$ cat src/rtl/binary_erode_3x3_pkg.sv
// Shared definitions for the 3x3 binary morphology stage: foreground rule,
// operating-mode encodings, counter sizing and the 9-bit window reduction.
package binary_erode_3x3_pkg;

  localparam int MODE_ERODE  = 0;
  localparam int MODE_DILATE = 1;

  // A pixel is foreground when its most significant bit equals this value.
  localparam logic FG_VALUE = 1'b1;

  // Binarise a pixel from its MSB.
  function automatic logic is_fg(input logic msb);
    return (msb == FG_VALUE);
  endfunction

  // Counter width for a range of n values; never less than 1 bit.
  function automatic int clog2(input int n);
    int res;
    res = 1;
    for (int i = 1; i < 31; i++) begin
      if (int'(32'd1 << i) < n) begin
        res = i + 1;
      end
    end
    return res;
  endfunction

  // Erosion is the AND of the window, dilation the OR.
  function automatic logic morph_reduce(input logic [8:0] win, input int mode);
    logic res;
    case (mode)
      MODE_ERODE:  res = &win;
      MODE_DILATE: res = |win;
      default:     res = 1'b0;
    endcase
    return res;
  endfunction

endpackage

$ cat src/rtl/binary_erode_3x3_if.sv
// Pixel stream bundle: three vertically aligned input taps plus the
// eroded/dilated output stream with line and frame markers.
interface binary_erode_3x3_if #(
  parameter int DW = 24
);
  logic          i_de;
  logic [DW-1:0] din_top;
  logic [DW-1:0] din_mid;
  logic [DW-1:0] din_bot;
  logic          o_de;
  logic [DW-1:0] dout;
  logic          o_eol;
  logic          o_eof;

  // Source of the taps / consumer of the result.
  modport master (
    output i_de, din_top, din_mid, din_bot,
    input  o_de, dout, o_eol, o_eof
  );

  // The morphology stage itself.
  modport slave (
    input  i_de, din_top, din_mid, din_bot,
    output o_de, dout, o_eol, o_eof
  );
endinterface

$ cat src/rtl/binary_erode_3x3_window_col_shift3.sv
// Three-column by three-row bit window. Columns shift oldest-to-newest only
// when enabled. The look-ahead output is the window as it will be after this
// cycle, so the downstream result register sees the incoming column at once.
module window_col_shift3
  import binary_erode_3x3_pkg::*;
(
  input  logic       clk,
  input  logic       reset_n,
  input  logic       i_en,
  input  logic [2:0] i_col,     // {top, mid, bot} of the newest column
  output logic [8:0] o_win_nxt  // {c0, c1, c2} after this cycle's shift
);

  logic [2:0] r_c0;
  logic [2:0] r_c1;
  logic [2:0] r_c2;
  logic [2:0] w_c0_nxt;
  logic [2:0] w_c1_nxt;
  logic [2:0] w_c2_nxt;

  // Next window contents: shift on enable, otherwise hold.
  always_comb begin
    w_c0_nxt = r_c0;
    w_c1_nxt = r_c1;
    w_c2_nxt = r_c2;
    if (i_en) begin
      w_c0_nxt = r_c1;
      w_c1_nxt = r_c2;
      w_c2_nxt = i_col;
    end else begin
      w_c0_nxt = r_c0;
      w_c1_nxt = r_c1;
      w_c2_nxt = r_c2;
    end
  end

  assign o_win_nxt = {w_c0_nxt, w_c1_nxt, w_c2_nxt};

  // Window column registers.
  always_ff @(posedge clk or negedge reset_n) begin
    if (!reset_n) begin
      r_c0 <= 3'b000;
      r_c1 <= 3'b000;
      r_c2 <= 3'b000;
    end else begin
      r_c0 <= w_c0_nxt;
      r_c1 <= w_c1_nxt;
      r_c2 <= w_c2_nxt;
    end
  end

endmodule

$ cat src/rtl/binary_erode_3x3.sv
// 3x3 binary erosion/dilation stage fed by one-line delay taps. Emits W
// output beats per row: W-1 driven by input beats at columns 1..W-1 and a
// final flush beat for the right border column carrying the line/frame marks.
module binary_erode_3x3
  import binary_erode_3x3_pkg::*;
#(
  parameter int IMG_WIDTH_DATA = 24,
  parameter int IMG_WIDTH_LINE = 800,
  parameter int IMG_HEIGHT     = 600,
  parameter int MODE           = MODE_ERODE
) (
  input logic               clk,
  input logic               reset_n,
  binary_erode_3x3_if.slave bus
);

  localparam int XW = clog2(IMG_WIDTH_LINE);
  localparam int RW = clog2(IMG_HEIGHT);
  localparam logic [XW-1:0] X_ZERO = XW'(0);
  localparam logic [XW-1:0] X_ONE  = XW'(1);
  localparam logic [XW-1:0] X_LAST = XW'(IMG_WIDTH_LINE - 1);
  localparam logic [RW-1:0] R_ZERO = RW'(0);
  localparam logic [RW-1:0] R_LAST = RW'(IMG_HEIGHT - 3);

  logic [XW-1:0]             r_x;
  logic [RW-1:0]             r_r;
  logic                      r_flush;
  logic                      r_flush_eof;
  logic                      r_o_de;
  logic                      r_o_eol;
  logic                      r_o_eof;
  logic [IMG_WIDTH_DATA-1:0] r_dout;

  logic       w_beat;
  logic       w_last;
  logic [2:0] w_col;
  logic [8:0] w_win;
  logic       w_pix;

  assign w_beat = bus.i_de;
  assign w_last = bus.i_de && (r_x == X_LAST);
  assign w_col  = {is_fg(bus.din_top[IMG_WIDTH_DATA-1]),
                   is_fg(bus.din_mid[IMG_WIDTH_DATA-1]),
                   is_fg(bus.din_bot[IMG_WIDTH_DATA-1])};

  window_col_shift3 u_window (
    .clk       (clk),
    .reset_n   (reset_n),
    .i_en      (w_beat),
    .i_col     (w_col),
    .o_win_nxt (w_win)
  );

  // Result bit for the centre column x-1; centre column 0 is forced to background.
  always_comb begin
    w_pix = 1'b0;
    if (r_x == X_ONE) begin
      w_pix = 1'b0;
    end else begin
      w_pix = morph_reduce(w_win, MODE);
    end
  end

  // Column/row counters and the one-cycle flush flag following a line's last beat.
  always_ff @(posedge clk or negedge reset_n) begin
    if (!reset_n) begin
      r_x         <= X_ZERO;
      r_r         <= R_ZERO;
      r_flush     <= 1'b0;
      r_flush_eof <= 1'b0;
    end else begin
      r_flush     <= w_last;
      r_flush_eof <= w_last && (r_r == R_LAST);
      if (w_beat) begin
        if (r_x == X_LAST) begin
          r_x <= X_ZERO;
          r_r <= (r_r == R_LAST) ? R_ZERO : (r_r + RW'(1));
        end else begin
          r_x <= r_x + XW'(1);
        end
      end
    end
  end

  // Output register: the flush beat (right border) takes the slot of the next
  // line's column-0 beat, which never produces output, so they cannot collide.
  always_ff @(posedge clk or negedge reset_n) begin
    if (!reset_n) begin
      r_o_de  <= 1'b0;
      r_o_eol <= 1'b0;
      r_o_eof <= 1'b0;
      r_dout  <= {IMG_WIDTH_DATA{1'b0}};
    end else if (r_flush) begin
      r_o_de  <= 1'b1;
      r_o_eol <= 1'b1;
      r_o_eof <= r_flush_eof;
      r_dout  <= {IMG_WIDTH_DATA{1'b0}};
    end else if (w_beat && (r_x != X_ZERO)) begin
      r_o_de  <= 1'b1;
      r_o_eol <= 1'b0;
      r_o_eof <= 1'b0;
      r_dout  <= {IMG_WIDTH_DATA{w_pix}};
    end else begin
      r_o_de  <= 1'b0;
      r_o_eol <= 1'b0;
      r_o_eof <= 1'b0;
      r_dout  <= {IMG_WIDTH_DATA{1'b0}};
    end
  end

  assign bus.o_de  = r_o_de;
  assign bus.o_eol = r_o_eol;
  assign bus.o_eof = r_o_eof;
  assign bus.dout  = r_dout;

endmodule

$ cat src/flat_wrapper.sv
// flat-port wrapper written by rule: the top's interface ports become plain ports
module binary_erode_3x3_flat import binary_erode_3x3_pkg::*;
#(
  parameter int IMG_WIDTH_DATA = 24,
  parameter int IMG_WIDTH_LINE = 800,
  parameter int IMG_HEIGHT     = 600,
  parameter int MODE           = MODE_ERODE
)
  (clk, reset_n, bus_i_de, bus_din_top, bus_din_mid, bus_din_bot, bus_o_de, bus_dout, bus_o_eol, bus_o_eof);
  binary_erode_3x3_if #(.DW((24))) bus_i ();
  input logic clk;
  input logic reset_n;
  input wire logic [$bits(bus_i.i_de)-1:0] bus_i_de;
  input wire logic [$bits(bus_i.din_top)-1:0] bus_din_top;
  input wire logic [$bits(bus_i.din_mid)-1:0] bus_din_mid;
  input wire logic [$bits(bus_i.din_bot)-1:0] bus_din_bot;
  output wire logic [$bits(bus_i.o_de)-1:0] bus_o_de;
  output wire logic [$bits(bus_i.dout)-1:0] bus_dout;
  output wire logic [$bits(bus_i.o_eol)-1:0] bus_o_eol;
  output wire logic [$bits(bus_i.o_eof)-1:0] bus_o_eof;
  assign bus_i.i_de = bus_i_de;
  assign bus_i.din_top = bus_din_top;
  assign bus_i.din_mid = bus_din_mid;
  assign bus_i.din_bot = bus_din_bot;
  assign bus_o_de = bus_i.o_de;
  assign bus_dout = bus_i.dout;
  assign bus_o_eol = bus_i.o_eol;
  assign bus_o_eof = bus_i.o_eof;
  binary_erode_3x3 #(.IMG_WIDTH_DATA(IMG_WIDTH_DATA), .IMG_WIDTH_LINE(IMG_WIDTH_LINE), .IMG_HEIGHT(IMG_HEIGHT), .MODE(MODE)) u_core (.clk(clk), .reset_n(reset_n), .bus(bus_i));
endmodule
$ cat config.mk
export PLATFORM = sky130hd
export DESIGN_NAME = binary_erode_3x3_flat
export DESIGN_NICKNAME = d
export VERILOG_FILES = /design/src/rtl/binary_erode_3x3_pkg.sv /design/src/rtl/binary_erode_3x3_if.sv /design/src/rtl/binary_erode_3x3_window_col_shift3.sv /design/src/rtl/binary_erode_3x3.sv /design/src/flat_wrapper.sv
export SDC_FILE = /design/constraint.sdc
export NUM_CORES = 1
export LEC_CHECK = 0
export BUFFER_PORTS_ARGS = -buffer_cell sky130_fd_sc_hd__buf_4
export CAP_MARGIN = 20
export CORE_ASPECT_RATIO = 0.6
export CORE_MARGIN = 1
export CORE_UTILIZATION = 43
export DETAILED_ROUTE_END_ITERATION = 7
export PLACE_DENSITY = 0.79
export RECOVER_POWER = 50
export SLEW_MARGIN = 0
export SYNTH_ARGS = -nofsm -noshare
export SYNTH_HDL_FRONTEND = slang
export SYNTH_SLANG_ARGS = --single-unit
$ cat constraint.sdc
create_clock -name clk -period 2.5 [get_ports clk]
set_input_delay 0.375 -clock clk [delete_from_list [all_inputs] [get_ports clk]]
set_output_delay 0.375 -clock clk [all_outputs]
set_load 0.005 [all_outputs]
## After elaboration in Yosys (flattened, before gate mapping)

Cells that the tools add are included.

- Flip-flop bits (word level): 58
- Input bits: 75
- Output and inout bits: 27
- Logic and storage cells: 34

- Add/sub/neg operators: 2
- Equality and inequality tests: 3
- Mux-type cells: 12
- Reductions and logical operators: 6

Operators with widths:

| cell | number |
|---|---|
| 24-bit two-way mux | 2 |
| 10-bit by 1-bit adder with 10-bit output (second input constant) | 2 |
| 10-bit equality test (second input constant) | 2 |
| 10-bit two-way mux | 2 |
| 10-bit by 1-bit equality test with 1-bit output (second input constant) | 1 |
| 10-bit nonzero test | 1 |
| 3-bit two-way mux | 3 |
| 9-bit AND reduction | 1 |
| 1-bit two-way mux | 5 |
| 1-bit logical AND | 3 |
| 2-bit AND reduction | 1 |

## Depth between registers and ports, before layout

Gate-level depths: netlist of the first run.

- Word-level depth: 5
- Depth in mapped cells: 8
- Mapped depth without buffers: 6

## By module

From an unflattened synthesis of the first run, not the netlist that was laid out.

- Cell total of the unflattened synthesis: 170
- Area total of the unflattened synthesis: 1865.5 µm²

Modules (own cells, without submodules):

| module | instances | cells each | area an instance (µm²) | sequential area each (µm²) |
|---|---|---|---|---|
| binary_erode_3x3 | 1 | 151 | 1493.9 | 650.6 |
| window_col_shift3 | 1 | 19 | 371.6 | 225.2 |

## Worst setup path before layout of the first run

No wires, ideal clock.

- Path kind: flip-flop to flip-flop
- Start: register u_core.r_x[7]
- End: register u_core.r_r[9]
- Setup time: 0.077 ns
- Data arrival time: 2.014 ns
- Required time: 2.423 ns
- Slack: 0.408 ns
- Cell stages (with the launch flop): 6
- Buffers on the path: 1
- Clock period less this slack: 2.092 ns
- Cell sequence: dfrtp_1 > or4b_1 > or3_1 > buf_2 > or4_1 > a21oi_1

- Cells in the longest elaborated chain, start to end: 2

RTL lines:

| what | RTL line | source |
|---|---|---|
| start, declared | binary_erode_3x3.sv:25 | `logic [XW-1:0] r_x;` |
| start signal, assigned | binary_erode_3x3.sv:79 | `r_x <= r_x + XW'(1);` |
| 10-bit equality test | binary_erode_3x3.sv:75 | `if (r_x == X_LAST) begin` |
| 2-bit AND reduction (no source line) | - |  |
| end signal, assigned | binary_erode_3x3.sv:77 | `r_r <= (r_r == R_LAST) ? R_ZERO : (r_r + RW'(1));` |
| end, declared | binary_erode_3x3.sv:26 | `logic [RW-1:0] r_r;` |

No other way between the ends.
A chain may end at the register's enable or synchronous reset.

## Worst setup path after layout of the first run

Ends and elaborated chain as after synthesis.

==> metrics.yaml, run 1 <==
finish:
  layout-drive-gt1-share_pct: 26.9
  antennaDiodeCount: 0
  fin_util_pct: 52.6
  finalNetCount: 261
  stdcell_area_sq_mm: 0.00198
  syn_to_final_growth_pct: 13.5
critical_path:
  critPathRequiredTime_ns: 2.71
  critical_path.endpoint_type: "flop"
  cp-start-kind: "flop"
  startpoint: "u_core.r_x[7]"
  endpoint: "u_core.r_r[9]"
  r2r_start: "u_core.r_x[7]"
  worstRegToRegCells: 4
  crit_type: "flop to flop"
  rrSetupSlack_ns: 0.38
  r2r_end: "u_core.r_r[9]"
  arrival_ns: 2.34
  crit_fanout: 6
logic_synthesis:
  synth-seq-cells: 34
  postSynthAreaPerCell_sq_um: 10.5
  syn-cell-area_sq_mm: 0.00175
  synth.most_common_cell: "dfrtp_1"
  syn_inst: 166
  synth_top_cells_by_count: "34 x dfrtp_1, 23 x buf_4, 12 x nand2_1"
  synth_edf_count: 0
  async_flop_share_pct: 100
  yosysTopAreaCell: "dfrtp_1"
  netlist-cell-type-count: 36
  seq_area_frac_synth_pct: 48.7
  syn_nets: 246
  synth_top_area_share_pct: 48.7
  yosysWarnings: 0
  synthFlopType: "dfrtp_1"
  synthTopCellsByArea: "dfrtp_1 49%, buf_4 9.9%, mux2_2 4.5%"
placed_design:
  hpwl_mm: 2.17
  placed_area_sq_mm: 0.00188
  io_buffer_count: 32
  routabilityCongestion: 0.828
die:
  floorplan.die.height_um: 51.4
  floorplan.initialDensity_pct: 46.4
  die_area_sq_mm: 0.00433
  rows: 17
  io_pins: 102
  core_sq_mm: 0.00376
  die_w_um: 84.3
sta:
  holdWs_ns: 0.325
  worst_pin_slew_ns: 1.76
  drv_slew: 35
  skew_ns: 0.00377
  fin_crit_sh_pct: 84.8
  setup_viol: 0
  clock.fmax_ghz: 0.472
  relSlewSlack_pct: -17.2
  rsz0062_at_grt: "false"
  tns_ns: 0
  fin_crit_ns: 2.12
  hold_viol: 0
power_and_ir_drop:
  power_density_mw_per_mm2: 718
  total_power_mw: 1.42
  leakage_nw: 0.958
  irDropWorstVdd_uv: 387
job:
  cap_violations: 1
detailed_routing:
  detail-route-antenna-nets: 0
  vias: 1190
  wl_per_cell_um: 13.4
  wirelength_mm: 3.08
  via_per_inst: 5.20
  dr.pass1.iters: 6
  route.detailed.drc: 6
  drt_iter0_drc: 103
clock_tree:
  hold_buffers: 0
  cts_tree: "built"
  cts-resized-gates: 0
  htreeDepth: 2
  clk_latency_ns: 0.29
  clkTransAtPathRegs_ns: 0.07
  post_cts_buffers: 0
  cts_made_buffers: 5
  numClockSinks: 34
  clockBufferDepth: 2
  root_buffer: "clkbuf_8"
outcome:
  violations: "DRC, capacitance limit, slew limit"
  outcome: "finished, violations left"
global_route:
  grt_pass1_wl_mm: 5.09
  grt_antenna_before_repair: 0
  grt_overflow: 0
  grt_pass1_vias: 1019
  grt_use_total_pct: 16.2
  grt_start_max_net_pins: 35
worst_hold_path:
  holdCritPathClass: "input pin to flop"
-- cells in the final DEF, fill, tap and decap left out, types with 4 or more instances in the layout --
cell,instances
dfrtp_1,34
buf_4,32
nand2_1,12
nand3_1,11
nor2_1,9
xnor2_1,8
inv_1,7
mux2_2,7
o21ai_0,6
ha_1,5
clkbuf_8,5
a21oi_1,4
xor2_1,4
-- metal layers --
metal,track usage (%),part of all wire (%)
met1,24.1,53
met2,20.1,38
met3,5.33,7.8
met4,8.62,1.3
met5,0,0
-- final cells by class --
cell class	count	area, sq um
Multi-Input combinational cell	98	678
Clock inverter	3	40.0
Clock buffer	5	68.8
Tap cell	47	58.8
Timing Repair Buffer	35	259
Sequential cell	34	851
Inverter	7	26.3
Fill cell	350	1780
-- power by group --
group	switching, mW	internal, mW	total (mW)
sequential	0.0969	0.626	0.723
clock	0.198	0.293	0.491
combinational	0.101	0.107	0.208
total	0.396	1.03	1.42
-- cell families (layout without fill, tap and decap cells) --
logic type | after synthesis | count (layout) | share of synthesized area (%)
buf+inv | 34 | 50 | 12.4
simple gates | 54 | 54 | 17.1
compound gates | 17 | 17 | 5.95
fa+ha+maj | 5 | 5 | 3.58
flops | 34 | 34 | 48.7
xor+xnor | 12 | 12 | 6.02
mux | 10 | 10 | 6.24
-- registers in the layout, indices dropped and copies added (netlist names) --
signal                count
u_core.r_r               10
u_core.r_x               10
u_core.u_window.r_c1      3
u_core.u_window.r_c2      3
u_core.u_window.r_c0      2
u_core.bus.dout           1
u_core.bus.o_de           1
u_core.bus.o_eof          1
u_core.bus.o_eol          1
u_core.r_flush            1
u_core.r_flush_eof        1
-- worst min-delay path by stage --
| stage | slack, ns | cells past startpoint | start | to |
|---|---|---|---|---|
| after global placement | 0.35 | 1 | reset_n | u_core.r_r[8] |
| after global routing | 0.32 | 2 | bus_din_top[23] | u_core.u_window.r_c2[2] |
| final | 0.33 | 2 | bus_din_top[23] | u_core.u_window.r_c2[2] |
| after detailed placement | 0.34 | 1 | reset_n | u_core.r_r[2] |
| after floorplan | 0.08 | 0 | reset_n | u_core.bus.dout[22] |
| after CTS | 0.03 | 1 | reset_n | u_core.bus.o_de |
-- worst max-delay path, cell delays in order, from the launching register on --
cell,delay (ns)
dfrtp_1,0.45
or4b_1,0.56
or3_1,0.37
or4_1,0.52
a21oi_1,0.16
-- stage by stage --
step / instances / setup WS, ns
2_1_floorplan: 166 / 0.408
3_5_place_dp: 221 / 0.419
4_1_cts: 229 / 0.387
6_report: 229 / 0.380
5_1_grt: 229 / 0.327
3_3_place_gp: 221 / 0.425
(Power assumes the default switching activity.)
==> run 2: changes to the inputs <==
==> constraint.sdc (replaced) <==
create_clock -name clk -period 2.2 [get_ports clk]
set_input_delay 0.33 -clock clk [delete_from_list [all_inputs] [get_ports clk]]
set_output_delay 0.33 -clock clk [all_outputs]
set_load 0.005 [all_outputs]
==> run 2 against run 1 <==
  * Highest routed layer unchanged
  * Critical path depth is the same
  * Die area did not move
  * The flow finishes with violations (DRC)
  * Clock skew rose by 0.0042 ns
==> metrics.yaml, run 2 (synthesis gave the netlist of run 1 again) <==
power_and_ir_drop:
  power_density_mw_per_mm2: 778  # +8.4%
  p_sw_mw: 0.462  # +17%
  total_power_mw: 1.58  # +11%
  irDropWorstVdd_uv: 654  # +69%
  switching_share_pct: 29.3  # +1.4 points
  clockPowerShare_pct: 30.0  # -4.5 points
  comb_power_share_pct: 19.4  # +4.8 points
  p_seq_share_pct: 50.6  # -0.2 points
  internal_power_mw: 1.12  # +8.7%
  leakage_nw: 0.990  # +3.3%
worst_hold_path:
  hold_depth: 2  # unchanged
  holdCritPathClass: "input pin to flop"
clock_tree:
  cts_made_buffers: 5  # unchanged
  numClockSinks: 34  # unchanged
  cts_tree: "built"
  post_cts_buffers: 0  # unchanged
  clockBufferDepth: 2  # unchanged
  htreeDepth: 2  # unchanged
  clk_latency_ns: 0.29  # about the same
  root_buffer: "clkbuf_8"
  cts-resized-gates: 0  # unchanged
  clkTransAtPathRegs_ns: 0.07  # about the same
global_route:
  grt_overflow: 0  # unchanged
  grt_use_total_pct: 16.9  # +0.77 points
  grt_pass1_vias: 1063  # +4.3%
  grt_antenna_before_repair: 0  # unchanged
  grt_pass1_wl_mm: 5.38  # +5.7%
  grt_start_max_net_pins: 35  # unchanged
placed_design:
  routabilityCongestion: 0.810  # -2.2%
  placed_area_sq_mm: 0.00194  # +3.2%
  hpwl_mm: 2.33  # +7.6%
  dp_slack_ns: 0.177  # -0.242 ns
  dp_cells: 229  # +3.6%
  io_buffer_count: 32  # unchanged
critical_path:
  worstSetupPathDepth: 4  # unchanged
  cp-start-kind: "flop"
  cp_top_family: "simple AND/OR/NAND/NOR gates"
  crit_slowest_cell: "or4b_1"
  critical_path.endpoint_type: "flop"
  cp_cell_sequence: "or4b_1 > or3_1 > or4_1 > a21oi_1"
  crit_type: "flop to flop"
  arrival_ns: 2.24  # -0.10 ns
  cp_slowest_stage_delay_ns: 0.55  # about the same
  crit_fanout: 3  # -3
  rrSetupSlack_ns: 0.17  # -0.21 ns
  worstRegToRegCells: 4  # unchanged
  cp_num_buf_inv: 0  # unchanged
  critPathRequiredTime_ns: 2.41  # -0.30 ns
detailed_routing:
  drt_iter0_drc: 87  # -16%
  vias: 1244  # +4.5%
  dr.pass1.iters: 6  # unchanged
  wl_per_cell_um: 13.6  # +1.4%
  wirelength_mm: 3.24  # +5.4%
  via_per_inst: 5.23  # +0.58%
  route.detailed.drc: 6  # unchanged
  detail-route-antenna-nets: 0  # unchanged
sta:
  holdWs_ns: 0.283  # -0.0428 ns
  clock.fmax_ghz: 0.492  # +4.3%
  tns_ns: 0  # unchanged
  hold_viol: 0  # unchanged
  fin_crit_ns: 2.03  # -0.0879 ns
  drv_slew: 0  # -100%
  skew_ns: 0.00801  # +0.00424 ns
  worst_pin_slew_ns: 0.845  # -0.913 ns
  rsz0062_at_grt: "false"
  setup_viol: 0  # unchanged
  fin_crit_sh_pct: 92.4  # +7.6 points
  worst_slack_ns: 0.168  # -0.212 ns
  relSlewSlack_pct: 43.6  # +61 points
finish:
  stdcell_area_sq_mm: 0.00203  # +2.3%
  final_cells: 238  # +3.9%
  final_cell_mix: "38 x buf_4, 34 x dfrtp_1, 12 x nand2_1, 11 x nand3_1, 9 x nor2_1"
  mostFrequentLayoutCell: "buf_4"
  syn_to_final_growth_pct: 16.2
  top_regs: "u_core.r_r: 10 flops, u_core.r_x: 10 flops"
  finalNetCount: 270  # +3.4%
  antennaDiodeCount: 0  # unchanged
  fin_util_pct: 53.9  # +1.2 points
  layout-drive-gt1-share_pct: 28.8  # +1.9 points
outcome:
  outcome: "finished, violations left"
  violations: "DRC"
die:
  io_pins: 102  # unchanged
  floorplan.die.height_um: 51.4  # unchanged
  floorplan.initialDensity_pct: 46.4  # unchanged
  rows: 17  # unchanged
  die_w_um: 84.3  # unchanged
  core_sq_mm: 0.00376  # unchanged
  die_area_sq_mm: 0.00433  # unchanged
job:
  cap_violations: 0  # -1
==> run 2: cell count changes in the layout (fill, tap and decap cells not counted), sizes merged <==
cell,previous run,this run
buf,32,38
clkbuf,8,12
bufinv,1,0
clkinv,2,1
dlygate4sd3,0,1
==> run 2: worst paths after layout <==
kind / startpoint / endpoint
worst min-delay path: bus_din_top[23] / u_core.u_window.r_c2[2]
min in group asynchronous: reset_n / u_core.r_r[8]
max in group asynchronous: reset_n / u_core.r_flush
worst min register to register: u_core.r_flush_eof / u_core.bus.o_eof
worst max-delay path: u_core.r_x[7] / u_core.r_r[9]
worst max register to register: u_core.r_x[7] / u_core.r_r[9]
==> run 2: final cells by class <==
class / instances / area (sq um)
fillers: 333 / 1740
flip-flops and latches: 34 / 851
multi-input cells: 98 / 678
repair buffers: 44 / 323
clock buffers: 7 / 86.3
well taps: 47 / 58.8
inverters: 7 / 26.3
clock inverters: 1 / 5.00
==> run 2: what timing repair did <==
action	4_1_cts	5_1_grt
hold endpoints to repair	34	0
hold buffers	1	0
endpoints found under the setup margin	0	0
==> run 2: layer usage <==
layer  global-route usage (%)  wire length [um]  up-vias
li1                         -                 -      601
met1                     26.1              1700      601
met2                     21.4              1270       37
met3                     5.01               225        5
met4                     6.90                38        0
met5                        0                 0        -
==> run 2: power by group through the flow <==
stage	Sequential [mW]	Combinational [mW]	Clock (mW)
floorplan	0.800	0.181	0
global placement	0.802	0.297	0
detailed placement	0.806	0.306	0
CTS	0.796	0.312	0.491
global route	0.810	0.353	0.522
finish	0.799	0.306	0.473
